## src/rtl/sc_fifo_rr_sched_pkg.sv

```systemverilog
// Shared types for the round-robin FIFO read scheduler.
package sc_fifo_sched_pkg;

  typedef enum logic [0:0] {
    IDLE  = 1'b0,
    GRANT = 1'b1
  } sched_state_t;

endpackage

```

## src/rtl/sc_fifo_rr_sched_if.sv

```systemverilog
// FIFO-bank side and consumer side of the round-robin read scheduler.
interface sc_fifo_rr_sched_if #(
  parameter int FIFO_CNT   = 4,
  parameter int DATA_WIDTH = 8,
  parameter int SEL_WIDTH  = $clog2(FIFO_CNT)
);

  logic [FIFO_CNT-1:0]            fifo_empty_i;
  logic [FIFO_CNT*DATA_WIDTH-1:0] fifo_data_i;
  logic [FIFO_CNT-1:0]            fifo_rd_o;
  logic [DATA_WIDTH-1:0]          data_o;
  logic [SEL_WIDTH-1:0]           sel_o;
  logic                           valid_o;
  logic                           ready_i;

  modport master (
    input  fifo_empty_i, fifo_data_i, ready_i,
    output fifo_rd_o, data_o, sel_o, valid_o
  );

  modport slave (
    output fifo_empty_i, fifo_data_i, ready_i,
    input  fifo_rd_o, data_o, sel_o, valid_o
  );

endinterface

```

## src/rtl/sc_fifo_rr_sched_rr_pick.sv

```systemverilog
// Combinational round-robin search: first set bit of req at or after start, wrapping.
module rr_pick #(
  parameter int N = 4,
  parameter int W = $clog2(N)
) (
  input  logic [N-1:0] req,
  input  logic [W-1:0] start,
  output logic         found,
  output logic [W-1:0] idx
);

  logic [W-1:0] k;

  // Scan from the far end back toward start so the nearest request wins the last write.
  always_comb begin
    found = 1'b0;
    idx   = '0;
    k     = '0;
    for (int i = N - 1; i >= 0; i--) begin
      k = W'((int'(start) + i) % N);
      if (req[k]) begin
        found = 1'b1;
        idx   = k;
      end
    end
  end

endmodule

```

## src/rtl/sc_fifo_rr_sched.sv

```systemverilog
// Round-robin read scheduler draining a bank of show-ahead FIFOs into one
// registered valid/ready stream, with at most BURST_LEN words per grant.
module sc_fifo_rr_sched
  import sc_fifo_sched_pkg::*;
#(
  parameter int FIFO_CNT   = 4,
  parameter int DATA_WIDTH = 8,
  parameter int BURST_LEN  = 4,
  parameter int SEL_WIDTH  = $clog2(FIFO_CNT)
) (
  input logic                clk_i,
  input logic                rst_i,
  sc_fifo_rr_sched_if.master bus
);

  localparam int CNT_WIDTH = $clog2(BURST_LEN + 1);

  sched_state_t         state_q, state_d;
  logic [SEL_WIDTH-1:0] grant_q, grant_d;
  logic [SEL_WIDTH-1:0] last_q, last_d;
  logic [CNT_WIDTH-1:0] burst_q, burst_d;
  logic [SEL_WIDTH-1:0] start_ptr;
  logic [SEL_WIDTH-1:0] pick_idx;
  logic                 pick_found;
  logic                 grant_empty;
  logic                 burst_done;
  logic                 pop;

  assign start_ptr   = (last_q == SEL_WIDTH'(FIFO_CNT - 1)) ? '0 : last_q + SEL_WIDTH'(1);
  assign grant_empty = bus.fifo_empty_i[grant_q];
  assign burst_done  = (burst_q == CNT_WIDTH'(BURST_LEN - 1));

  // Reset gates the pop so a FIFO is never drained while the scheduler is clearing.
  assign pop = !rst_i && (state_q == GRANT) && !grant_empty && (!bus.valid_o || bus.ready_i);
  assign bus.fifo_rd_o = pop ? (FIFO_CNT'(1) << grant_q) : '0;

  rr_pick #(
    .N (FIFO_CNT),
    .W (SEL_WIDTH)
  ) u_pick (
    .req   (~bus.fifo_empty_i),
    .start (start_ptr),
    .found (pick_found),
    .idx   (pick_idx)
  );

  always_comb begin
    state_d = state_q;
    grant_d = grant_q;
    last_d  = last_q;
    burst_d = burst_q;
    case (state_q)
      IDLE: begin
        if (pick_found) begin
          grant_d = pick_idx;
          burst_d = '0;
          state_d = GRANT;
        end
      end
      GRANT: begin
        if (pop) begin
          burst_d = burst_q + CNT_WIDTH'(1);
        end
        if ((pop && burst_done) || grant_empty) begin
          state_d = IDLE;
          last_d  = grant_q;
        end
      end
      default: state_d = IDLE;
    endcase
  end

  // A pop refills the output register even while the old word is being accepted.
  always_ff @(posedge clk_i) begin
    if (rst_i) begin
      state_q     <= IDLE;
      grant_q     <= '0;
      last_q      <= SEL_WIDTH'(FIFO_CNT - 1);
      burst_q     <= '0;
      bus.data_o  <= '0;
      bus.sel_o   <= '0;
      bus.valid_o <= 1'b0;
    end else begin
      state_q <= state_d;
      grant_q <= grant_d;
      last_q  <= last_d;
      burst_q <= burst_d;
      if (pop) begin
        bus.data_o  <= bus.fifo_data_i[grant_q*DATA_WIDTH +: DATA_WIDTH];
        bus.sel_o   <= grant_q;
        bus.valid_o <= 1'b1;
      end else if (bus.ready_i) begin
        bus.valid_o <= 1'b0;
      end
    end
  end

endmodule

```

## src/flat_wrapper.sv

```systemverilog
// flat-port wrapper written by rule: the top's interface ports become plain ports
module sc_fifo_rr_sched_flat import sc_fifo_sched_pkg::*;
#(
  parameter int FIFO_CNT   = 4,
  parameter int DATA_WIDTH = 8,
  parameter int BURST_LEN  = 4,
  parameter int SEL_WIDTH  = $clog2(FIFO_CNT)
)
  (clk_i, rst_i, bus_fifo_empty_i, bus_fifo_data_i, bus_ready_i, bus_fifo_rd_o, bus_data_o, bus_sel_o, bus_valid_o);
  sc_fifo_rr_sched_if #(.FIFO_CNT(FIFO_CNT), .DATA_WIDTH(DATA_WIDTH), .SEL_WIDTH(SEL_WIDTH)) bus_i ();
  input logic clk_i;
  input logic rst_i;
  input wire logic [$bits(bus_i.fifo_empty_i)-1:0] bus_fifo_empty_i;
  input wire logic [$bits(bus_i.fifo_data_i)-1:0] bus_fifo_data_i;
  input wire logic [$bits(bus_i.ready_i)-1:0] bus_ready_i;
  output wire logic [$bits(bus_i.fifo_rd_o)-1:0] bus_fifo_rd_o;
  output wire logic [$bits(bus_i.data_o)-1:0] bus_data_o;
  output wire logic [$bits(bus_i.sel_o)-1:0] bus_sel_o;
  output wire logic [$bits(bus_i.valid_o)-1:0] bus_valid_o;
  assign bus_i.fifo_empty_i = bus_fifo_empty_i;
  assign bus_i.fifo_data_i = bus_fifo_data_i;
  assign bus_i.ready_i = bus_ready_i;
  assign bus_fifo_rd_o = bus_i.fifo_rd_o;
  assign bus_data_o = bus_i.data_o;
  assign bus_sel_o = bus_i.sel_o;
  assign bus_valid_o = bus_i.valid_o;
  sc_fifo_rr_sched #(.FIFO_CNT(FIFO_CNT), .DATA_WIDTH(DATA_WIDTH), .BURST_LEN(BURST_LEN), .SEL_WIDTH(SEL_WIDTH)) u_core (.clk_i(clk_i), .rst_i(rst_i), .bus(bus_i));
endmodule
```

## config.mk

```make
export PLATFORM = sky130hd
export DESIGN_NAME = sc_fifo_rr_sched_flat
export DESIGN_NICKNAME = d
export VERILOG_FILES = /design/src/rtl/sc_fifo_rr_sched_pkg.sv /design/src/rtl/sc_fifo_rr_sched_if.sv /design/src/rtl/sc_fifo_rr_sched_rr_pick.sv /design/src/rtl/sc_fifo_rr_sched.sv /design/src/flat_wrapper.sv
export SDC_FILE = /design/constraint.sdc
export NUM_CORES = 1
export LEC_CHECK = 0
export ABC_AREA = 1
export CORE_ASPECT_RATIO = 1.2
export CORE_MARGIN = 4
export CORE_UTILIZATION = 40
export DETAILED_ROUTE_END_ITERATION = 6
export GPL_TIMING_DRIVEN = 0
export PLACE_DENSITY = 0.83
export SLEW_MARGIN = 0
export SYNTH_ARGS = -nofsm -noshare
export SYNTH_HDL_FRONTEND = slang
export SYNTH_SLANG_ARGS = --single-unit
```

## constraint.sdc

```tcl
create_clock -name clk_i -period 2.9 [get_ports clk_i]
set_input_delay 0.58 -clock clk_i [delete_from_list [all_inputs] [get_ports clk_i]]
set_output_delay 0.58 -clock clk_i [all_outputs]
set_load 0.1 [all_outputs]
```

Word-level counts from Yosys, hierarchy flattened
Cells that the tools add are included.
{ "totals": {"register_bits": 19, "output_inout_bits": 15, "in_bits": 39, "wordCells": 66} }
{ "classes": {"bitwise": 2, "eq_ne": 4, "order_cmp": 5, "addsub": 5, "shifts": 2, "reduce_logical": 13, "mux": 28} }
{ "ops": {"columns": ["operator", "n"], "rows": [
  ["$shiftx A32 B6 Y8", 1],
  ["$lt A2 B3 Y1 const B", 5],
  ["$mux W1", 13],
  ["$bmux W1 S2", 5],
  ["$mux W2", 5],
  ["$mux W3", 2],
  ["$pmux W3 S2", 1],
  ["$reduce_and A2 Y1", 3],
  ["$add A2 B1 Y2 const B", 2],
  ["$add A2 B2 Y2 const B", 2],
  ["$logic_and A1 B1 Y1", 4],
  ["$mux W4", 1],
  ["$not A4 Y4", 1],
  ["$shl A1 B2 Y4 const A", 1],
  ["$add A3 B1 Y3 const B", 1],
  ["$eq A3 B2 Y1 const B", 1],
  ["$logic_not A1 Y1", 3],
  ["$eq A2 B2 Y1 const B", 1],
  ["$logic_or A1 B1 Y1", 2],
  ["$ne A2 B1 Y1 const B", 1],
  ["$ne A2 B2 Y1 const B", 1],
  ["$pmux W1 S2", 1],
  ["$reduce_bool A2 Y1", 1],
  ["$not A1 Y1", 1]
]} }

Depth between registers and ports, before layout
{ "depth": {"word_depth": 11, "mapped_depth": 13, "mapped_depth_nobuf": 13} }

Cells and area by module
A second synthesis with hierarchy kept.
{ "hier_totals": {"cells_unflattened": 208, "hier_area_um2": 1348.8} }
{ "modules_own_cells": {"columns": ["module", "area_each_um2", "cells_per_inst", "instances"], "rows": [
  ["sc_fifo_rr_sched", 1136.1, 162, 1],
  ["rr_pick", 212.7, 46, 1]
]} }

Worst setup path before layout
No wires, ideal clock.
{ "synth_timing": {"path_kind": "register to output", "from": "reg u_core.bus.valid_o", "to": "out bus_fifo_rd_o[0]", "stages_incl_launch_ff": 5, "arrival_time_ns": 3.340, "path_buffers": 1, "t_required_ns": 2.320, "setup_slack_ns": -1.020, "cell_sequence": "dfxtp_1 a21oi_1 nand3_2 buf_2 nor3_1"} }
{ "synth_via": {"elab_chain_cells": 4} }
{ "synth_lines": {"columns": ["element", "line_no", "text"], "rows": [
  ["start: declaration", "sc_fifo_rr_sched_if.sv:18", "output fifo_rd_o, data_o, sel_o, valid_o"],
  ["start signal: assignment", "sc_fifo_rr_sched.sv:82", "bus.valid_o <= 1'b0;"],
  ["start signal: assignment", "sc_fifo_rr_sched.sv:91", "bus.valid_o <= 1'b1;"],
  ["start signal: assignment", "sc_fifo_rr_sched.sv:93", "bus.valid_o <= 1'b0;"],
  ["$logic_not A1 Y1", "sc_fifo_rr_sched.sv:34", "assign pop = !rst_i && (state_q == GRANT) && !grant_empty && (!bus.valid_o || bus.ready_i);"],
  ["$logic_or A1 B1 Y1", "sc_fifo_rr_sched.sv:34", null],
  ["$logic_and A1 B1 Y1", "sc_fifo_rr_sched.sv:34", null],
  ["$mux W4", "sc_fifo_rr_sched.sv:35", "assign bus.fifo_rd_o = pop ? (FIFO_CNT'(1) << grant_q) : '0;"],
  ["end: declaration", "flat_wrapper.sv:16", "output wire logic [$bits(bus_i.fifo_rd_o)-1:0] bus_fifo_rd_o;"]
]} }
No other way between the ends.

Worst setup path in the final report
{ "layout_timing": {"from": "in bus_fifo_empty_i[1]", "to": "out bus_fifo_rd_o[0]"} }
{ "layout_via": {"elab_chain_cells": 6} }
{ "layout_lines": {"columns": ["element", "line_no", "text"], "rows": [
  ["start: declaration", "flat_wrapper.sv:13", "input wire logic [$bits(bus_i.fifo_empty_i)-1:0] bus_fifo_empty_i;"],
  ["$bmux W1 S2", "sc_fifo_rr_sched.sv:30", "assign grant_empty = bus.fifo_empty_i[grant_q];"],
  ["$mux W1 (not written as such)", "sc_fifo_rr_sched.sv:30", null],
  ["$logic_not A1 Y1", "sc_fifo_rr_sched.sv:34", null],
  ["$logic_and A1 B1 Y1 (2 in a row)", "sc_fifo_rr_sched.sv:34", null],
  ["$mux W4", "sc_fifo_rr_sched.sv:35", null]
]} }
No other way between the ends. The select of a mux whose other input is x is not followed.

==> impl_metrics.py <==
metrics = {
    "outcome": {
        "outcome": "completed",
    },
    "worst_setup_path": {
        "crit_path_start": "bus_fifo_empty_i[1]",
        "crit_type": "input pin to output port",
        "cp-end-kind": "output port",
        "cp.arrival_ns": 2.19,
        "crit-reg2reg-launch": "u_core.last_q[0]$_SDFFE_PP1P_",
        "r2r_slack_ns": 1.08,
        "worstPathMaxFanout": 10,
        "start_kind": "input pin",
        "critPathRequiredTime_ns": 2.32,
    },
    "sta": {
        "period_minus_slack_ns": 2.77,
        "worstMarginPinSlew_ns": 0.995,
        "fmax_ghz": 0.361,
        "finalHoldViolCount": 0,
        "skew_ns": 0.00258,
        "finalMaxSlewViolations": 0,
        "rsz0062_at_grt": "false",
        "finalCritPeriodShare_pct": 95.6,
        "relSlewSlack_pct": 33.4,
        "finalSetupViolations": 0,
    },
    "min_path": {
        "worstHoldStart": "u_core.bus.sel_o[0]$_SDFFE_PP0P_",
        "hold_path.class": "register to register",
    },
    "routing": {
        "drc": 0,
        "viasPerCell": 4.99,
        "finalWirelength_um": 3470,
        "vias": 1498,
        "wl_per_cell_um": 11.6,
        "drtAntennaViolNets": 0,
        "drt_iter0_markers": 35,
        "dr.pass1.iters": 4,
    },
    "final_layout": {
        "syn_to_final_growth_pct": 46.6,
        "fin_util_pct": 62.0,
        "multi_input_area_sq_um": 823,
        "n_antenna_cell": 0,
        "final_cells": 300,
        "num-nets-final": 307,
        "drive_gt1_share_pct": 11.7,
        "seqCellArea_sq_um": 380,
        "nFillCells": 299,
    },
    "yosys": {
        "yosys_warnings": 0,
        "syn_nets": 249,
        "synth_area_per_cell_sq_um": 6.30,
        "synth_seq_cells": 19,
        "syn_inst": 207,
        "synthDistinctLibCells": 27,
        "syn_area_sq_um": 1300,
        "ys_seq_area_share_pct": 29.2,
    },
    "global_routing": {
        "grt_start_max_net_pins": 11,
        "grt_pass1_vias": 1446,
        "grt_pass1_wl_um": 5820,
        "grt_util_met3_pct": 5.29,
        "grt.total_usage_pct": 17.1,
        "grt_busiest_layer": "met2",
        "grtUsageMet2_pct": 31.4,
        "antenna_found_initial": 0,
        "grt-ovfl-total": 0,
        "met1_usage_pct": 17.9,
    },
    "pwr": {
        "vdd_drop_max_mv": 0.475,
        "leakagePower_uw": 0.000824,
        "p_total_uw": 1560,
        "power.density_nw_per_um2": 817,
    },
    "place": {
        "portBuffers": 53,
        "dp.cells": 296,
        "gp_congestion": 0.901,
        "place_hpwl_um": 2830,
    },
    "floorplan": {
        "die_h_um": 70.5,
        "rows": 22,
        "floorplan.die_area_sq_um": 4240,
        "io_pins": 54,
        "core_area_sq_um": 3080,
        "start_util_pct": 42.3,
        "dieWidth_um": 60.1,
    },
    "clock_tree": {
        "cts_tree": "yes",
        "hold_buffers": 0,
        "cts_made_buffers": 3,
        "htreeDepth": 1,
        "cts_buffer_depth": 2,
        "clkSinkCount": 19,
        "path_clk_slew_ns": 0.10,
        "cts_root_buf": "clkbuf_4",
        "insertion_delay_ns": 0.29,
    },
    "job": {
        "drv_cap": 0,
    },
}
final cells by class:
cell class | count | area share [%]
flip-flops and latches | 19 | 19.9
clock buffers | 4 | 1.37
plain buffers | 9 | 2.49
multi-input cells | 162 | 43.1
repair buffers | 53 | 27.4
inverters | 17 | 3.40
well taps | 36 | 2.36
cells in the final DEF, fill, tap and decap left out, drive strengths merged, types with 2 or more instances in the layout:
cell	count
o211ai	2
buf	5
nand4	3
nor2	15
dfxtp	19
nand2	68
ha	3
inv	16
o21ai	9
nand3	34
a21oi	23
clkdlybuf4s50	49
and2	2
clkbuf	12
worst max-delay path, stage by stage:
cell	delay [ns]
clkdlybuf4s50_1	0.42
inv_1	0.12
nand3_1	0.11
o2111ai_2	0.12
nand3_2	0.15
buf_2	0.23
nor3_2	0.11
clkbuf_4	0.35
routing by layer:
layer	share of wire, %	routed length (um)
met5	0	0
met4	1.5	51
met3	8.0	278
met2	50	1750
met1	40	1390
synthesized netlist by cell type:
master | n | area [sq um]
nor2_2 | 2 | 12.5
o21ai_0 | 9 | 45.0
clkinv_2 | 1 | 5.00
o211ai_1 | 2 | 15.0
a21oi_1 | 21 | 105
nor3_1 | 1 | 5.00
dfxtp_1 | 19 | 380
inv_2 | 1 | 3.75
and2_4 | 1 | 8.76
nor2_4 | 1 | 11.3
buf_6 | 1 | 11.3
nand2_2 | 4 | 25.0
inv_1 | 15 | 56.3
clkbuf_1 | 5 | 18.8
nand3_2 | 2 | 20.0
nand3_1 | 32 | 160
nand2_1 | 64 | 240
ha_1 | 3 | 37.5
and2_1 | 1 | 6.26
buf_4 | 1 | 7.51
nor2_8 | 1 | 20.0
nand4_1 | 3 | 18.8
or2_1 | 1 | 6.26
nor2_1 | 11 | 41.3
buf_2 | 2 | 10.0
o2111ai_2 | 1 | 15.0
a21oi_2 | 2 | 17.5
report_power, final:
group	leakage, uW	total, uW	switching [uW]	internal, uW
clock network	0.0000150	130	76.4	53.5
registers	0.000155	357	40.8	316
logic	0.000654	1070	739	336
total	0.000824	1560	856	706
cell families after synthesis:
kind of cell / share of synthesized area (%)
buf+inv: 8.64
compound gates: 15.2
simple gates: 44.1
flops: 29.2
fa+ha+maj: 2.88
state kept, by name (all words and copies together) (netlist names):
signal / count
u_core.bus.data_o: 8
u_core.burst_q: 3
u_core.last_q: 2
u_core.bus.valid_o: 1
u_core.state_q: 1
u_core.bus.sel_o: 2
u_core.grant_q: 2
final timing paths:
| check | to | cells past startpoint |
|---|---|---|
| hold / removal | u_core.bus.sel_o[0]$_SDFFE_PP0P_ | 2 |
| hold reg to reg | u_core.bus.sel_o[0]$_SDFFE_PP0P_ | 2 |
| setup reg to reg | u_core.grant_q[0]$_SDFFE_PP0P_ | 12 |
| setup / recovery | bus_fifo_rd_o[0] | 8 |
timing repair:
item / 4_1_cts / 5_1_grt
setup endpoints to repair: 4 / 4
setup buffers: 0 / 0
gates resized for setup: 21 / 4
through the flow:
step           hold slack [ns]  TNS [ns]  cell area, sq um  setup slack, ns
6_report                 0.470         0              1910            0.128
5_1_grt                  0.506         0              1910          0.00478
4_1_cts                  0.470         0              1900           0.0259
3_5_place_dp             0.456     -2.72              1890           -0.751
3_3_place_gp             0.453     -2.73              1890           -0.767
2_1_floorplan            0.450    -0.159              1320           -0.159
No activity file was read; power rests on OpenSTA's default activity.
